`config.mk`:
```
export PLATFORM = sky130hd
export DESIGN_NAME = dmem_lsu
export DESIGN_NICKNAME = d
export VERILOG_FILES = /design/src/rtl/lsu_pkg.sv /design/src/rtl/dmem_lsu_load_align.sv /design/src/rtl/dmem_lsu.sv
export SDC_FILE = /design/constraint.sdc
export NUM_CORES = 1
export LEC_CHECK = 0
export CAP_MARGIN = 20
export CORE_MARGIN = 3
export CORE_UTILIZATION = 47
export CTS_CLUSTER_DIAMETER = 100
export CTS_CLUSTER_SIZE = 12
export DETAILED_ROUTE_END_ITERATION = 16
export GPL_TIMING_DRIVEN = 0
export HOLD_SLACK_MARGIN = 0.02
export PLACE_DENSITY = 0.86
export SLEW_MARGIN = 20
export SYNTH_ARGS = -nofsm -noshare
export SYNTH_HDL_FRONTEND = slang
export SYNTH_SLANG_ARGS = --single-unit
```
`constraint.sdc`:
```
create_clock -name clk -period 3.8 [get_ports clk]
set_input_delay 1.14 -clock clk [delete_from_list [all_inputs] [get_ports clk]]
set_output_delay 1.14 -clock clk [all_outputs]
set_load 0.01 [all_outputs]
```
`src/rtl/lsu_pkg.sv`:
```
`timescale 1ns/1ps
// Shared types and encodings for the data-memory load/store unit.
package lsu_pkg;

  typedef enum logic {IDLE = 1'b0, RMW = 1'b1} lsu_state_t;

  localparam logic SIZE_BYTE = 1'b0;
  localparam logic SIZE_WORD = 1'b1;

endpackage

```
`src/rtl/dmem_lsu_load_align.sv`:
```
`timescale 1ns/1ps
// Picks one byte of a little-endian 16-bit word and extends it to N bits.
module load_align #(
  parameter int N = 16
) (
  input  logic [N-1:0] i_word,
  input  logic         i_sel,
  input  logic         i_signed,
  output logic [N-1:0] o_data
);

  logic [7:0] w_byte;

  assign w_byte = i_sel ? i_word[15:8] : i_word[7:0];
  assign o_data = {{(N-8){i_signed & w_byte[7]}}, w_byte};

endmodule

```
`src/rtl/dmem_lsu.sv`:
```
`timescale 1ns/1ps
// Load/store unit: byte-addressed CPU requests onto a word-addressed dmem,
// with a two-cycle read-modify-write for byte stores.
module dmem_lsu
  import lsu_pkg::*;
#(
  parameter int N = 16
) (
  input  logic         clk,
  input  logic         rst_n,
  input  logic         req_valid,
  output logic         req_ready,
  input  logic         req_write,
  input  logic         req_size,
  input  logic         req_signed,
  input  logic [N-1:0] req_addr,
  input  logic [N-1:0] req_wdata,
  output logic         resp_valid,
  output logic [N-1:0] resp_rdata,
  output logic         resp_err,
  output logic [N-1:0] dmem_addr,
  output logic         dmem_write_enable,
  output logic [N-1:0] dmem_writedata,
  input  logic [N-1:0] dmem_readdata
);

  lsu_state_t   r_state;
  logic         r_ready;
  logic [N-1:0] r_addr;
  logic [N-1:0] r_merged;
  logic         r_resp_valid;
  logic         r_resp_err;
  logic [N-1:0] r_resp_rdata;

  logic         w_accept;
  logic         w_misalign;
  logic         w_in_rmw;
  logic [N-1:0] w_word_addr;
  logic [N-1:0] w_load;
  logic [N-1:0] w_keep;
  logic [N-1:0] w_merged;

  // Byte the load returns.
  load_align #(.N(N)) u_load (
    .i_word   (dmem_readdata),
    .i_sel    (req_addr[0]),
    .i_signed (req_signed),
    .o_data   (w_load)
  );

  // Byte a byte store must preserve (the opposite lane), zero-extended.
  load_align #(.N(N)) u_keep (
    .i_word   (dmem_readdata),
    .i_sel    (~req_addr[0]),
    .i_signed (1'b0),
    .o_data   (w_keep)
  );

  assign w_word_addr = {1'b0, req_addr[N-1:1]};
  assign w_merged    = req_addr[0] ? ({req_wdata[7:0], 8'h00} | w_keep)
                                   : ((w_keep << 8) | {8'h00, req_wdata[7:0]});
  assign w_in_rmw    = (r_state == RMW);
  assign w_accept    = r_ready & req_valid;
  assign w_misalign  = (req_size == SIZE_WORD) & req_addr[0];

  // r_ready is low in reset and during RMW, which also gates the write strobe.
  assign req_ready         = r_ready;
  assign dmem_addr         = w_in_rmw ? r_addr   : w_word_addr;
  assign dmem_writedata    = w_in_rmw ? r_merged : req_wdata;
  assign dmem_write_enable = w_in_rmw |
                             (r_ready & req_valid & req_write & req_size & ~req_addr[0]);

  assign resp_valid = r_resp_valid;
  assign resp_err   = r_resp_err;
  assign resp_rdata = r_resp_rdata;

  always_ff @(posedge clk or negedge rst_n) begin
    if (!rst_n) begin
      r_state      <= IDLE;
      r_ready      <= 1'b0;
      r_addr       <= '0;
      r_merged     <= '0;
      r_resp_valid <= 1'b0;
      r_resp_err   <= 1'b0;
      r_resp_rdata <= '0;
    end else begin
      r_resp_valid <= 1'b0;
      r_resp_err   <= 1'b0;
      case (r_state)
        IDLE: begin
          r_ready <= 1'b1;
          if (w_accept) begin
            if (req_size == SIZE_WORD) begin
              r_resp_valid <= 1'b1;
              r_resp_err   <= w_misalign;
              r_resp_rdata <= (w_misalign | req_write) ? '0 : dmem_readdata;
            end else if (req_write) begin
              r_merged <= w_merged;
              r_addr   <= w_word_addr;
              r_ready  <= 1'b0;
              r_state  <= RMW;
            end else begin
              r_resp_valid <= 1'b1;
              r_resp_rdata <= w_load;
            end
          end
        end
        RMW: begin
          r_state      <= IDLE;
          r_ready      <= 1'b1;
          r_resp_valid <= 1'b1;
          r_resp_rdata <= '0;
        end
        default: begin
          r_state <= IDLE;
          r_ready <= 1'b0;
        end
      endcase
    end
  end

endmodule

```
==> impl_metrics.csv, run 1 <==
group,metric,value,unit
finish,layout.nets,380,
finish,final_cells,397,
drt,vias,2100,
critical_path,cp-end-kind,"output port",
finish,antennaDiodeCount,0,
floorplan,die_w,81.9,um
grt,grt_pass1_vias,2142,
worst_hold_path,hold_class,"reg2reg",
drt,wl_met1,2.75,mm
grt,grt_max_degree,52,
clock_network,clkTransAtPathRegs,0.09,ns
timing,rsz0062_at_grt,"false",
synthesis,syn_area,2710,um^2
timing,fin_crit_sh,93.5,%
timing,fin_crit,3.55,ns
timing,setup_violations,0,
synthesis,synth_top_cell_by_area,"dfrtp_1",
synthesis,syn_nets,270,
floorplan,die_y,81.9,um
floorplan,pin_count,106,
critical_path,start_kind,"input port",
floorplan,die_area,6700,um^2
floorplan,fp.coreArea,5340,um^2
worst_hold_path,hold_path_startpoint,"r_addr[6]",
drt,wl_met3,378,um
run,cap_violations,0,
run_status,run_status,"finished clean",
critical_path,r2r_start,"r_state",
power_and_ir_drop,power_leakage,1.68,nW
worst_hold_path,whs_path_depth,1,
critical_path,crit_type,"in2out",
worst_hold_path,whs_endpoint,"r_addr[6]",
drt,first_pass_iters,4,
drt,routed.top_layer,"met4",
finish,fin_area,3940,um^2
place,placed_area,3820,um^2
drt,drc,0,
grt,grt_pass1_wl,10.6,mm
synthesis,netlist_instances,216,
place,hpwl,5.27,mm
synthesis,synth_seq_cells,51,
timing,finalMaxSlewViolations,0,
synthesis,netlist-cell-type-count,23,
drt,wl,6.68,mm
place,dp_cells,389,
critical_path,rrSetupSlack,2.09,ns
clock_network,cts_buffers,5,
synthesis,synth.area.top_cells,"dfrtp_1 47%, mux2_2 29%, a22o_1 5.2%, nand2_1 3.5%, mux2i_1 3.0%",
floorplan,placementRows,26,
place,port_buffers,103,
critical_path,crit_arrival,2.41,ns
clock_network,h-tree-depth,2,
floorplan,initial_core_util,50.7,%
clock_network,cts_hold_buf,0,
drt,drt_iter0_drc,84,
timing,tns,0,ns
critical_path,cp_cell_sequence,"clkdlybuf4s50_1 -> buf_2 -> inv_1 -> o21bai_1 -> dlygate4sd2_1",
timing,fmaxAchievable,281,MHz
power_and_ir_drop,power_density,381,nW/um^2
critical_path,reg2reg_to,"r_addr[10]",
grt,antenna_found_initial,0,
drt,dr_wl_met2,3.50,mm
power_and_ir_drop,peakVddDrop,0.000236,V
critical_path,slowest_delay,0.48,ns
clock_network,clock_latency,0.30,ns
grt,overflow,0,
timing,maxSlewHeadroom,55.2,%
critical_path,cp_max_fo,10,
synthesis,yosysWarnings,0,
finish,final_cell_mix,"101 x clkdlybuf4s50_1, 69 x mux2_2, 51 x dfrtp_1",
critical_path,crit_required,2.66,ns
drt,ant_nets,0,
finish,drive_gt1_share,29.1,%
clock_network,clock-root-buffer,"clkbuf_8",
timing,skew,0.00764,ns
drt,wl_per_cell,16.8,um
critical_path,crit_path_top_delay_cell,"clkdlybuf4s50_1",
clock_network,clock_path_buffers,2,
finish,final_common_cell,"clkdlybuf4s50_1",
timing,whs,0.495,ns
synthesis,yosysTopAreaCellShare,47.2,%
clock_network,cts_tree,"done",
critical_path,rr_worst_depth,5,
finish,area_delta_synth_final,45.6,%
synthesis,ys_seq_area_share,47.2,%
clock_network,clock_sinks,51,
timing,hold_viol,0,
timing,worst_pin_slew,0.672,ns
place,routabilityCongestion,0.789,
grt,grtUsageTotal,20.9,%
synthesis,syn_area_per_cell,12.5,um^2
drt,viasPerCell,5.29,
[registers in the layout, indices dropped and copies added (netlist names)]
| name | count |
|---|---|
| r_merged | 16 |
| r_addr | 15 |
| resp_err | 1 |
| resp_valid | 1 |
| r_state | 1 |
| resp_rdata | 16 |
| req_ready | 1 |
[through the flow]
step	utilization (%)	power, mW	setup slack (ns)
after floorplan	-	0.903	0.645
after global placement	71.7	1.11	-0.00560
after detailed placement	71.6	1.12	-0.0425
after CTS	73.8	1.51	0.235
after global routing	73.8	1.58	0.154
final	73.8	1.50	0.246
[how the worst max path moves through the flow]
| stage | from | depth (start not counted) | endpoint |
|---|---|---|---|
| 6_report | req_size | 5 | dmem_write_enable |
| 5_1_grt | req_addr[0] | 6 | dmem_write_enable |
| 4_1_cts | req_addr[0] | 6 | dmem_write_enable |
| 3_5_place_dp | req_size | 5 | dmem_write_enable |
| 3_3_place_gp | req_size | 5 | dmem_write_enable |
| 2_1_floorplan | req_addr[0] | 5 | dmem_write_enable |
[synth_stat cells, drive strengths merged]
| master | number |
|---|---|
| nand3b | 1 |
| mux2i | 8 |
| buf | 13 |
| a21oi | 1 |
| nand2b | 9 |
| nand4b | 1 |
| clkbuf | 2 |
| dfrtp | 51 |
| mux2 | 70 |
| a31oi | 1 |
| a2111oi | 1 |
| nor2 | 4 |
| conb | 1 |
| o2bb2ai | 8 |
| nand2 | 25 |
| o21bai | 1 |
| inv | 3 |
| a22o | 16 |
[critical path: cells and delay by family]
| family | cells | cell delay [ns] |
|---|---|---|
| AO/OA/AOI/OAI | 1 | 0.16 |
| buffers and inverters | 4 | 1.12 |
[cell type report]
class,count,area [um^2]
Buffer,15,78.8
Clock buffer,6,82.6
Clock inverter,2,35.0
Fill cell,371,1400
Inverter,3,11.3
Multi-Input combinational cell,147,1340
Sequential cell,51,1280
Tap cell,70,87.6
Timing Repair Buffer,103,1030
[per-layer routing]
layer	up-vias	global-route usage, %
met2	70	37.4
li1	999	-
met3	6	5.04
met5	-	0
met1	1025	25.5
met4	0	3.99
[repair_timing]
| action | 4_1_cts | 5_1_grt |
|---|---|---|
| endpoints found under the hold margin | 0 | 0 |
| endpoints found under the setup margin | 1 | 0 |
| setup buffers | 0 | 0 |
| gates resized for setup | 1 | 0 |
[logic make-up (layout without fill, tap and decap cells)]
family	Yosys count	after routing	synth area share, %
buf+inv	18	129	3.33
compound gates	28	28	9.71
mux	78	78	32.1
other cells	1	1	0.139
simple gates	40	40	7.54
flops	51	51	47.2
[power breakdown]
group | internal, mW | switching [mW] | total (mW)
clock | 0.213 | 0.181 | 0.394
sequential | 0.643 | 0.0497 | 0.693
combinational | 0.259 | 0.155 | 0.415
(Power assumes the default switching activity.)
==> run 2: changes to the inputs <==
MAX_ROUTING_LAYER = met4   (was unset)
SETUP_SLACK_MARGIN = 0.2   (was unset)
==> impl_metrics.csv, run 2 (synthesized netlist as in run 1, its figures left out) <==
group,metric,value,unit
run_status,run_status,"finished clean",
timing,tns,0,ns
critical_path,cp-end-kind,"output port",
timing,hold_viol,0,
drt,ant_nets,0,
timing,maxSlewHeadroom,56.1,%
critical_path,cp_max_fo,10,
critical_path,crit_arrival,2.41,ns
finish,antennaDiodeCount,0,
worst_hold_path,hold_class,"reg2reg",
clock_network,h-tree-depth,2,
timing,rsz0062_at_grt,"false",
finish,final_common_cell,"clkdlybuf4s50_1",
timing,fin_crit,3.55,ns
drt,viasPerCell,5.27,
drt,vias,2086,
place,placed_area,3820,um^2
finish,nFillCells,373,
floorplan,placementRows,26,
clock_network,cts_setup_buffers,0,
floorplan,die_y,81.9,um
timing,worst_pin_slew,0.659,ns
timing,whs,0.495,ns
finish,final_util,73.7,%
drt,drt_iter0_drc,70,
floorplan,pin_count,106,
power_and_ir_drop,power_density,381,nW/um^2
power_and_ir_drop,peakVddDrop,0.000236,V
clock_network,clock-root-buffer,"clkbuf_8",
grt,grtUsageTotal,21.5,%
finish,layout.nets,379,
floorplan,die_w,81.9,um
place,routabilityCongestion,0.800,
drt,wl_per_cell,16.8,um
drt,first_pass_iters,4,
grt,grt_max_degree,52,
critical_path,crit_required,2.66,ns
place,hpwl,5.27,mm
grt,overflow,0,
floorplan,die_area,6700,um^2
power_and_ir_drop,power_leakage,1.68,nW
timing,timing.final.ws_setup,0.249,ns
run,cap_violations,0,
place,dp_cells,389,
power_and_ir_drop,p_total,1.50,mW
grt,grt_pass1_vias,2144,
grt,antenna_found_initial,0,
finish,final_cell_mix,"101 x clkdlybuf4s50_1, 69 x mux2_2, 51 x dfrtp_1",
grt,grt_pass1_wl,10.6,mm
critical_path,start_kind,"input port",
critical_path,slowest_delay,0.47,ns
place,pre_cts_ws,-0.0425,ns
timing,finalMaxSlewViolations,0,
drt,drc,0,
clock_network,clock_latency,0.30,ns
floorplan,initial_core_util,50.7,%
clock_network,cts_buffers,5,
finish,fin_area,3930,um^2
timing,fin_crit_sh,93.4,%
finish,final_cells,396,
finish,drive_gt1_share,29.1,%
timing,skew,0.00726,ns
place,port_buffers,103,
critical_path,cp_cell_sequence,"clkdlybuf4s50_1 -> buf_2 -> inv_1 -> o21bai_1 -> dlygate4sd2_1",
clock_network,clock_sinks,51,
clock_network,clkTransAtPathRegs,0.09,ns
clock_network,cts_tree,"done",
critical_path,crit_type,"in2out",
timing,setup_violations,0,
drt,wl,6.65,mm
finish,area_delta_synth_final,45.4,%
critical_path,rrSetupSlack,2.10,ns
floorplan,fp.coreArea,5340,um^2
timing,fmaxAchievable,282,MHz
critical_path,crit_path_top_delay_cell,"clkdlybuf4s50_1",
clock_network,clock_path_buffers,2,
## run 2: timing repair
| item | in CTS | in global routing |
|---|---|---|
| hold buffers | 0 | 0 |
| gates resized for setup | 1 | 0 |
| setup endpoints to repair | 1 | 1 |
## run 2: layer usage
layer / global-route usage [%] / wire length [um] / vias to the layer above / part of all wire, %
met2: 37.5 / 3480 / 65 / 52
li1: - / - / 1000 / -
met4: 3.99 / 50 / 0 / 0.75
met5: - / 0 / - / 0
met1: 26.0 / 2790 / 1016 / 42
met3: 4.06 / 331 / 5 / 5.0
## run 2: layout make-up
cell class / count / area, um^2 / share of cell area, %
tap: 70 / 87.6 / 2.23
sequential: 51 / 1280 / 32.4
timing repair buffer: 103 / 1030 / 26.1
multi-input combinational: 147 / 1340 / 34.0
inverter: 3 / 11.3 / 0.286
clock inverter: 2 / 35.0 / 0.891
clock buffer: 6 / 82.6 / 2.10
buffer: 14 / 75.1 / 1.91
## run 2: worst paths after layout
path	cells after the start	startpoint	end
setup reg to reg	5	r_state	r_addr[10]
hold reg to reg	1	r_addr[6]	r_addr[6]
max in group asynchronous	1	rst_n	r_merged[13]
hold / removal	1	r_addr[6]	r_addr[6]
setup / recovery	5	req_size	dmem_write_enable
min in group asynchronous	1	rst_n	r_addr[4]
## run 2: worst max-delay path, delay by kind of cell
kind / cells / cell delay, ns
buf+inv: 4 / 1.11
compound gates: 1 / 0.16
## run 2: report_power, final
part | switching [mW] | leakage, nW | internal [mW] | total [mW]
registers | 0.0494 | 0.629 | 0.643 | 0.692
logic | 0.155 | 0.987 | 0.259 | 0.414
clock network | 0.180 | 0.0612 | 0.213 | 0.393
==> run 3: changes to the inputs <==
REMOVE_ABC_BUFFERS = 1   (was unset)
SETUP_SLACK_MARGIN = 0.4   (was 0.2)
==> impl_metrics.csv, run 3 (synthesized netlist as in run 1, its figures left out) <==
group,metric,value,unit
run_status,run_status,"finished clean",
timing,fin_crit,3.30,ns
finish,final_common_cell,"mux2_2",
floorplan,fp.coreArea,5340,um^2
floorplan,placementRows,26,
place,placed_area,3750,um^2
grt,grt_pass1_vias,2100,
timing,rsz0062_at_grt,"false",
worst_hold_path,hold_class,"reg2reg",
grt,antenna_found_initial,0,
clock_network,h-tree-depth,2,
finish,multi_input_area,1340,um^2
clock_network,cts_buffers,5,
drt,wl_per_cell,16.1,um
timing,worst_pin_slew,0.932,ns
timing,fmaxAchievable,303,MHz
clock_network,clkTransAtPathRegs,0.08,ns
drt,drt_iter0_drc,84,
clock_network,clock_latency,0.30,ns
critical_path,start_kind,"input port",
clock_network,cts_setup_buffers,0,
drt,vias,1993,
grt,grt_max_degree,52,
drt,viasPerCell,5.22,
critical_path,cp-end-kind,"output port",
timing,fin_crit_sh,86.8,%
power_and_ir_drop,power_density,361,nW/um^2
finish,drive_gt1_share,26.9,%
power_and_ir_drop,power_leakage,1.66,nW
grt,grt_pass1_wl,10.0,mm
timing,skew,0.00758,ns
drt,ant_nets,0,
critical_path,crit_type,"in2out",
finish,area_delta_synth_final,40.0,%
clock_network,clock-root-buffer,"clkbuf_8",
floorplan,die_area,6700,um^2
critical_path,crit_required,2.66,ns
drt,drc,0,
finish,final_cells,382,
clock_network,clock_path_buffers,2,
finish,final_cell_mix,"69 x mux2_2, 67 x clkdlybuf4s50_1, 50 x dfrtp_1",
drt,wl,6.17,mm
place,routabilityCongestion,0.669,
power_and_ir_drop,peakVddDrop,0.000218,V
finish,fin_area,3790,um^2
finish,layout.nets,366,
clock_network,cts_tree,"done",
floorplan,die_w,81.9,um
timing,setup_violations,0,
place,port_buffers,104,
place,hpwl,4.32,mm
place,dp_cells,375,
timing,whs,0.508,ns
clock_network,cts_hold_buf,0,
floorplan,die_y,81.9,um
finish,nFillCells,416,
finish,antennaDiodeCount,0,
grt,grtUsageTotal,20.0,%
run,cap_violations,0,
grt,overflow,0,
power_and_ir_drop,p_total,1.37,mW
floorplan,initial_core_util,50.7,%
timing,finalMaxSlewViolations,0,
clock_network,cts-resized-gates,40,
clock_network,clock_sinks,51,
timing,hold_viol,0,
critical_path,cp_max_fo,3,
timing,maxSlewHeadroom,37.7,%
critical_path,crit_arrival,2.16,ns
drt,first_pass_iters,3,
finish,ff_latch_area,1280,um^2
floorplan,pin_count,106,
-- run 3: changes by cell type in the layout (fill, tap and decap cells not counted), sizes merged --
cell           before  now
clkinv              1    0
bufinv              1    0
clkdlybuf4s15       0    1
buf                14    3
clkbuf              7    8
dlygate4sd2         1   31
dlymetal6s2s        0    1
clkdlybuf4s50     101   67
-- run 3: through the flow --
stage | util (%) | setup WS, ns | TNS [ns]
2_1_floorplan | - | 1.16 | 0
3_3_place_gp | 70.4 | -0.730 | -1.24
3_5_place_dp | 70.3 | -0.414 | -0.414
4_1_cts | 70.9 | 0.310 | 0
5_1_grt | 71.0 | 0.483 | 0
6_report | 71.0 | 0.502 | 0
-- run 3: area by class of cell --
| class | instances | share of cell area, % |
|---|---|---|
| inverters | 3 | 0.297 |
| repair buffers | 104 | 26.3 |
| clock buffers | 7 | 2.02 |
| flip-flops and latches | 51 | 33.7 |
| multi-input cells | 147 | 35.3 |
| well taps | 70 | 2.31 |
-- run 3: path summary, 6_finish.rpt --
check	slack, ns	cells after the start	startpoint	to
max	0.50	3	req_wdata[0]	dmem_writedata[0]
min	0.51	1	resp_rdata[1]	resp_rdata[1]
max reg2reg	1.49	3	r_state	r_merged[13]
min reg2reg	0.51	1	resp_rdata[1]	resp_rdata[1]
max in group asynchronous	2.47	1	rst_n	r_state
min in group asynchronous	0.85	1	rst_n	r_merged[14]
-- run 3: power by group --
group | internal (mW) | total [mW] | switching [mW]
Clock | 0.127 | 0.294 | 0.167
Combinational | 0.234 | 0.377 | 0.143
Sequential | 0.643 | 0.697 | 0.0545
-- run 3: routing by layer --
metal  part of all wire, %  track usage (%)  wire [um]  up-vias
met5                     0                -          0        -
met4                  0.81             4.98         50        0
met3                   7.0             4.93        431        5
met2                    50             34.6       3100       64
met1                    42             23.3       2580      955
li1                      -                -          -      969
-- run 3: critical path, cell delays in order --
cell and delay [ns]:
clkdlybuf4s50_1 0.45, mux2_2 0.28, dlygate4sd2_1 0.29
